<file path="src/rtl/usr_pkg.sv">
// usr_pkg: shared mode and FSM encodings for the universal shift register
package usr_pkg;

    typedef enum logic [2:0] {
        MODE_HOLD = 3'd0,
        MODE_LOAD = 3'd1,
        MODE_SHL  = 3'd2,
        MODE_SHR  = 3'd3,
        MODE_ROL  = 3'd4,
        MODE_ROR  = 3'd5,
        MODE_CLR  = 3'd6,
        MODE_SET  = 3'd7
    } usr_mode_t;

    typedef enum logic {
        S_IDLE = 1'b0,
        S_RUN  = 1'b1
    } usr_state_t;

    function automatic logic is_shift_mode(input logic [2:0] m);
        return (m >= MODE_SHL) && (m <= MODE_ROR);
    endfunction

endpackage

</file>
<file path="src/rtl/usr_shift_unit.sv">
// usr_shift_unit: combinational one-step shift/rotate of q with the bit pushed out
module usr_shift_unit
    import usr_pkg::*;
#(
    parameter int WIDTH = 8
) (
    input  logic [WIDTH-1:0] q_i,
    input  usr_mode_t        op_i,
    input  logic             sin_i,
    output logic [WIDTH-1:0] q_o,
    output logic             sout_o,
    output logic             shift_o
);

    // Non-shift ops pass q through and flag that sout must not change
    always_comb begin
        q_o     = q_i;
        sout_o  = 1'b0;
        shift_o = 1'b1;
        case (op_i)
            MODE_SHL: begin q_o = {q_i[WIDTH-2:0], sin_i};      sout_o = q_i[WIDTH-1]; end
            MODE_SHR: begin q_o = {sin_i, q_i[WIDTH-1:1]};      sout_o = q_i[0];       end
            MODE_ROL: begin q_o = {q_i[WIDTH-2:0], q_i[WIDTH-1]}; sout_o = q_i[WIDTH-1]; end
            MODE_ROR: begin q_o = {q_i[0], q_i[WIDTH-1:1]};     sout_o = q_i[0];       end
            default:  shift_o = 1'b0;
        endcase
    end

endmodule

</file>
<file path="src/rtl/univ_shift_reg.sv">
// univ_shift_reg: universal register with single-cycle ops and a counted shift/rotate burst engine
module univ_shift_reg
    import usr_pkg::*;
#(
    parameter int               WIDTH   = 8,
    parameter logic [WIDTH-1:0] RST_VAL = '0,
    parameter int               AW      = $clog2(WIDTH + 1)
) (
    input  logic             clk,
    input  logic             rst,
    input  logic             en,
    input  logic [2:0]       mode,
    input  logic [WIDTH-1:0] d,
    input  logic             sin,
    input  logic             start,
    input  logic [AW-1:0]    amt,
    output logic [WIDTH-1:0] q,
    output logic             sout,
    output logic             busy,
    output logic             done
);

    usr_state_t       state_q, state_d;
    usr_mode_t        op_q, op_d;
    logic [AW-1:0]    cnt_q, cnt_d;
    logic [WIDTH-1:0] reg_q, reg_d;
    logic             sout_q, sout_d;
    logic             done_q, done_d;
    logic [WIDTH-1:0] sh_q;
    logic             sh_sout, sh_valid;
    logic [AW-1:0]    amt_clamp;

    assign amt_clamp = (amt > AW'(WIDTH)) ? AW'(WIDTH) : amt;

    // One shifter serves both paths: during a burst the latched op drives it
    usr_shift_unit #(.WIDTH(WIDTH)) u_shift (
        .q_i    (reg_q),
        .op_i   ((state_q == S_RUN) ? op_q : usr_mode_t'(mode)),
        .sin_i  (sin),
        .q_o    (sh_q),
        .sout_o (sh_sout),
        .shift_o(sh_valid)
    );

    // Next-state: burst stepping, burst launch, or a single-cycle mode; done defaults low so it pulses once
    always_comb begin
        state_d = state_q;
        op_d    = op_q;
        cnt_d   = cnt_q;
        reg_d   = reg_q;
        sout_d  = sout_q;
        done_d  = 1'b0;
        if (en) begin
            if (state_q == S_RUN) begin
                reg_d  = sh_q;
                sout_d = sh_sout;
                cnt_d  = cnt_q - AW'(1);
                if (cnt_q == AW'(1)) begin
                    state_d = S_IDLE;
                    done_d  = 1'b1;
                end
            end else if (start && is_shift_mode(mode)) begin
                op_d    = usr_mode_t'(mode);
                cnt_d   = amt_clamp;
                state_d = (amt_clamp == '0) ? S_IDLE : S_RUN;
                done_d  = (amt_clamp == '0);
            end else begin
                reg_d  = sh_valid ? sh_q :
                         (mode == MODE_LOAD) ? d :
                         (mode == MODE_CLR)  ? '0 :
                         (mode == MODE_SET)  ? '1 : reg_q;
                sout_d = sh_valid ? sh_sout : sout_q;
            end
        end
    end

    // State registers with asynchronous reset that also aborts any burst
    always_ff @(posedge clk or posedge rst) begin
        if (rst) begin
            state_q <= S_IDLE;
            op_q    <= MODE_HOLD;
            cnt_q   <= '0;
            reg_q   <= RST_VAL;
            sout_q  <= 1'b0;
            done_q  <= 1'b0;
        end else begin
            state_q <= state_d;
            op_q    <= op_d;
            cnt_q   <= cnt_d;
            reg_q   <= reg_d;
            sout_q  <= sout_d;
            done_q  <= done_d;
        end
    end

    assign q    = reg_q;
    assign sout = sout_q;
    assign busy = (state_q == S_RUN);
    assign done = done_q;

endmodule

</file>
<file path="config.mk">
export PLATFORM = sky130hd
export DESIGN_NAME = univ_shift_reg
export DESIGN_NICKNAME = d
export VERILOG_FILES = /design/src/rtl/usr_pkg.sv /design/src/rtl/usr_shift_unit.sv /design/src/rtl/univ_shift_reg.sv
export SDC_FILE = /design/constraint.sdc
export NUM_CORES = 1
export LEC_CHECK = 0
export ABC_AREA = 1
export CAP_MARGIN = 20
export CORE_MARGIN = 4
export CORE_UTILIZATION = 45
export DETAILED_ROUTE_END_ITERATION = 8
export GPL_ROUTABILITY_DRIVEN = 0
export PLACE_DENSITY_LB_ADDON = 0.25
export SLEW_MARGIN = 10
export SYNTH_ARGS = -nofsm -noshare
export SYNTH_HDL_FRONTEND = slang
export SYNTH_HIERARCHICAL = 1
export SYNTH_SLANG_ARGS = --single-unit
export TNS_END_PERCENT = 10
</file>
<file path="constraint.sdc">
create_clock -name clk -period 2.9 [get_ports clk]
set_clock_uncertainty 0.2 [all_clocks]
set_input_delay 0.87 -clock clk [delete_from_list [all_inputs] [get_ports clk]]
set_output_delay 0.87 -clock clk [all_outputs]
set_load 0.03 [all_outputs]
</file>
==> impl_metrics.ini <==
[synth]
seq_area_frac_synth = 0.331
ys_warn_count = 6
synth.avg_cell_area_um2 = 6.65
synthAdderAreaFrac = 0.0184
syn_nets = 227
synth_top_cell_by_area = dfrtp_1
synth_xor_area_frac = 0.00643
synth.distinct_cells = 25
ys_top_cells_by_area = dfrtp_1 (33%), nand2_1 (24%), nand3_1 (7.7%)
synth_top_family_by_area = simple AND/OR/NAND/NOR gates
yosys.area.top_type_share = 0.331
syn-cell-area_mm2 = 0.00136
yosys.area_share.simple = 0.495
ys_ff_latch = 18
synth_compound_area_frac = 0.0826
synthCells = 205
synth.area.mux_share = 0

[cts]
cts_tree = built
ctsResizeCount = 0
cts_htree_levels = 1
clk_pin_slew_ns = 0.11
clkSinkCount = 18
postCtsSetupBuffers = 0
clock_path_buffers = 2
numCtsBuffers = 3
clockRootBuffer = clkbuf_4
clock_latency_ns = 0.29
ctsHoldBuffers = 0

[detailed_routing]
met2_wirelength_mm = 1.56
ant_nets = 0
topRoutingLayerUsed = met4
wl_per_cell_um = 11.8
wirelength_mm = 3.27
route.layer.met1.wl_mm = 1.56
drt_iter0_drc = 90
drc_errors = 0
routed-via-count = 1395
met3_length_um = 129
via_per_inst = 5.05
first_pass_iters = 4

[floorplanning]
die_width_um = 63.0
fp-row-count = 19
die_h_um = 63.0
core_area_mm2 = 0.00283
start_util = 0.482
pin_count = 31
dieArea_mm2 = 0.00397

[global_routing]
grt_max_degree = 19
gr-total-overflow = 0
grt_util_all_layers = 0.170
grt_pass1_vias = 1263
grt_pass1_wl_mm = 5.55
antenna_found_initial = 0

[worst_setup_path]
slowest_delay_ns = 0.51
cp_max_fo = 8
crit_top_cell = nand2_1
crit_arrival_ns = 2.60
cp-end-kind = flop
crit_required_ns = 2.94
start_kind = primary input
path_cells = clkdlybuf4s50_1 -> inv_2 -> o21ai_0 -> buf_4 -> inv_2 -> nand2_2 -> nand2_1 -> nor2_2 -> inv_2 -> nor2_4 -> o21ai_1 -> nand2_1 -> nand2_1 -> nand2_1
critPathSlowestCell = clkdlybuf4s50_1
critPathKind = primary input to flop

[placement]
place_hpwl_mm = 2.53
postPlaceCellArea_mm2 = 0.00175
dp.cells = 272
port_buffers = 30

[timing]
fin_setup_tns_ns = 0
setup_violations = 0
slew_headroom = 0.531
finalCritPeriodShare = 0.883
period_needed_ns = 2.56
drv_slew = 0
worst_slew_pin_slew_ns = 0.703
fmax_ghz = 0.390
rsz0062_at_grt = false
finalHoldViolCount = 0

[final_layout]
fillers = 248
final_cell_area_mm2 = 0.00178
utilization = 0.630
final_cell_count_no_fill = 276
area_growth_pct = 30.8
drive_gt1_frac = 0.163
diodes = 0
finalNetCount = 268

[power]
seqPwrFrac = 0.242
internal_power_mw = 0.976
swShare = 0.504
power.switching_mw = 0.991
p_leak_nw = 0.890
clkPwrFrac = 0.080
p_per_area_mw_per_mm2 = 1100
power_mw = 1.97
peakVddDrop_mv = 0.505
p_comb_frac = 0.678

[run_status]
status = completed

[run]
cap_viol_max_count = 0

[hold_path]
hold_class = flop to flop
==> path summary, 6_finish.rpt <==
check,startpoint,to,slack (ns),depth (start not counted)
max in group asynchronous,rst,q[2]$_DFFE_PP0P_,1.28,2
worst min register to register,op_q[1]$_DFFE_PP0P_,op_q[1]$_DFFE_PP0P_,0.30,2
worst max register to register,busy$_DFFE_PP0P_,q[0]$_DFFE_PP0P_,0.87,13
worst min-delay path,op_q[1]$_DFFE_PP0P_,op_q[1]$_DFFE_PP0P_,0.30,2
worst max-delay path,mode[1],q[0]$_DFFE_PP0P_,0.34,14
min in group asynchronous,rst,q[6]$_DFFE_PP0P_,0.77,2
==> through the flow <==
stage	hold slack [ns]	setup slack, ns
after floorplan	0.259	0.483
after global placement	0.274	0.0652
after detailed placement	0.281	0.0340
after CTS	0.309	0.343
after global routing	0.337	0.139
final	0.304	0.339
==> flip-flops by register name (all words and copies together), names as in the netlist <==
signal,count
q,8
done,1
op_q,3
busy,1
sout,1
cnt_q,4
==> cell usage in the layout (no fill, tap or decap) <==
cell / n
o21ai_0: 4
and3_1: 1
nand4_2: 1
nand2_4: 1
xnor2_1: 1
nand2_1: 88
nor2_2: 1
clkinv_1: 1
nand2_2: 5
dfrtp_1: 18
o21ai_1: 14
buf_4: 9
inv_1: 8
clkbuf_4: 3
clkbuf_8: 1
nand3_4: 1
a21oi_1: 3
clkdlybuf4s50_1: 30
nand3_2: 7
nor2_1: 8
nand3_1: 21
nand4_1: 5
a22oi_1: 1
inv_2: 9
ha_1: 2
nor2_4: 2
==> cells by family after synthesis <==
logic type / Yosys count
compound gates: 22
simple gates: 141
buf+inv: 21
xor+xnor: 1
flops: 18
fa+ha+maj: 2
==> final cells by class <==
cell class,count,area (µm²),share of cell area
Clock buffer,4,36.3,0.0204
Tap cell,31,38.8,0.0218
Sequential cell,18,450,0.253
Multi-Input combinational cell,166,821,0.461
Inverter,18,67.6,0.0379
Timing Repair Buffer,39,368,0.206
==> power by group through the flow <==
stage	Clock (mW)	Sequential, mW	Combinational [mW]
final	0.157	0.477	1.33
after global routing	0.175	0.496	1.49
after CTS	0.163	0.475	1.33
after detailed placement	0	0.480	1.33
after global placement	0	0.479	1.32
after floorplan	0	0.581	0.849
==> worst max-delay path, delay by kind of cell <==
family          cells  cell delay (ns)
simple gates        7             0.61
buf+inv             5             0.89
compound gates      2             0.24
==> metal layers <==
layer	up-vias	GRT usage
met5	-	0
met4	0	0.0579
met3	2	0.0270
met2	34	0.269
met1	615	0.234
li1	744	-
==> cells in the mapped netlist <==
cell,n
nand3_1,21
clkinv_1,1
dfrtp_1,18
a22oi_1,1
a21oi_1,3
buf_2,1
nand2_4,1
nand4_2,1
inv_1,8
nor2_2,1
o21ai_0,4
nand4_1,5
xnor2_1,1
nor2_1,8
o21ai_1,14
and3_1,1
nor2_4,2
buf_4,1
nand2_1,88
buf_6,1
inv_2,9
ha_1,2
nand2_2,5
nand3_2,7
nand3_4,1
Note: power is estimated with default switching activity, not from simulation.
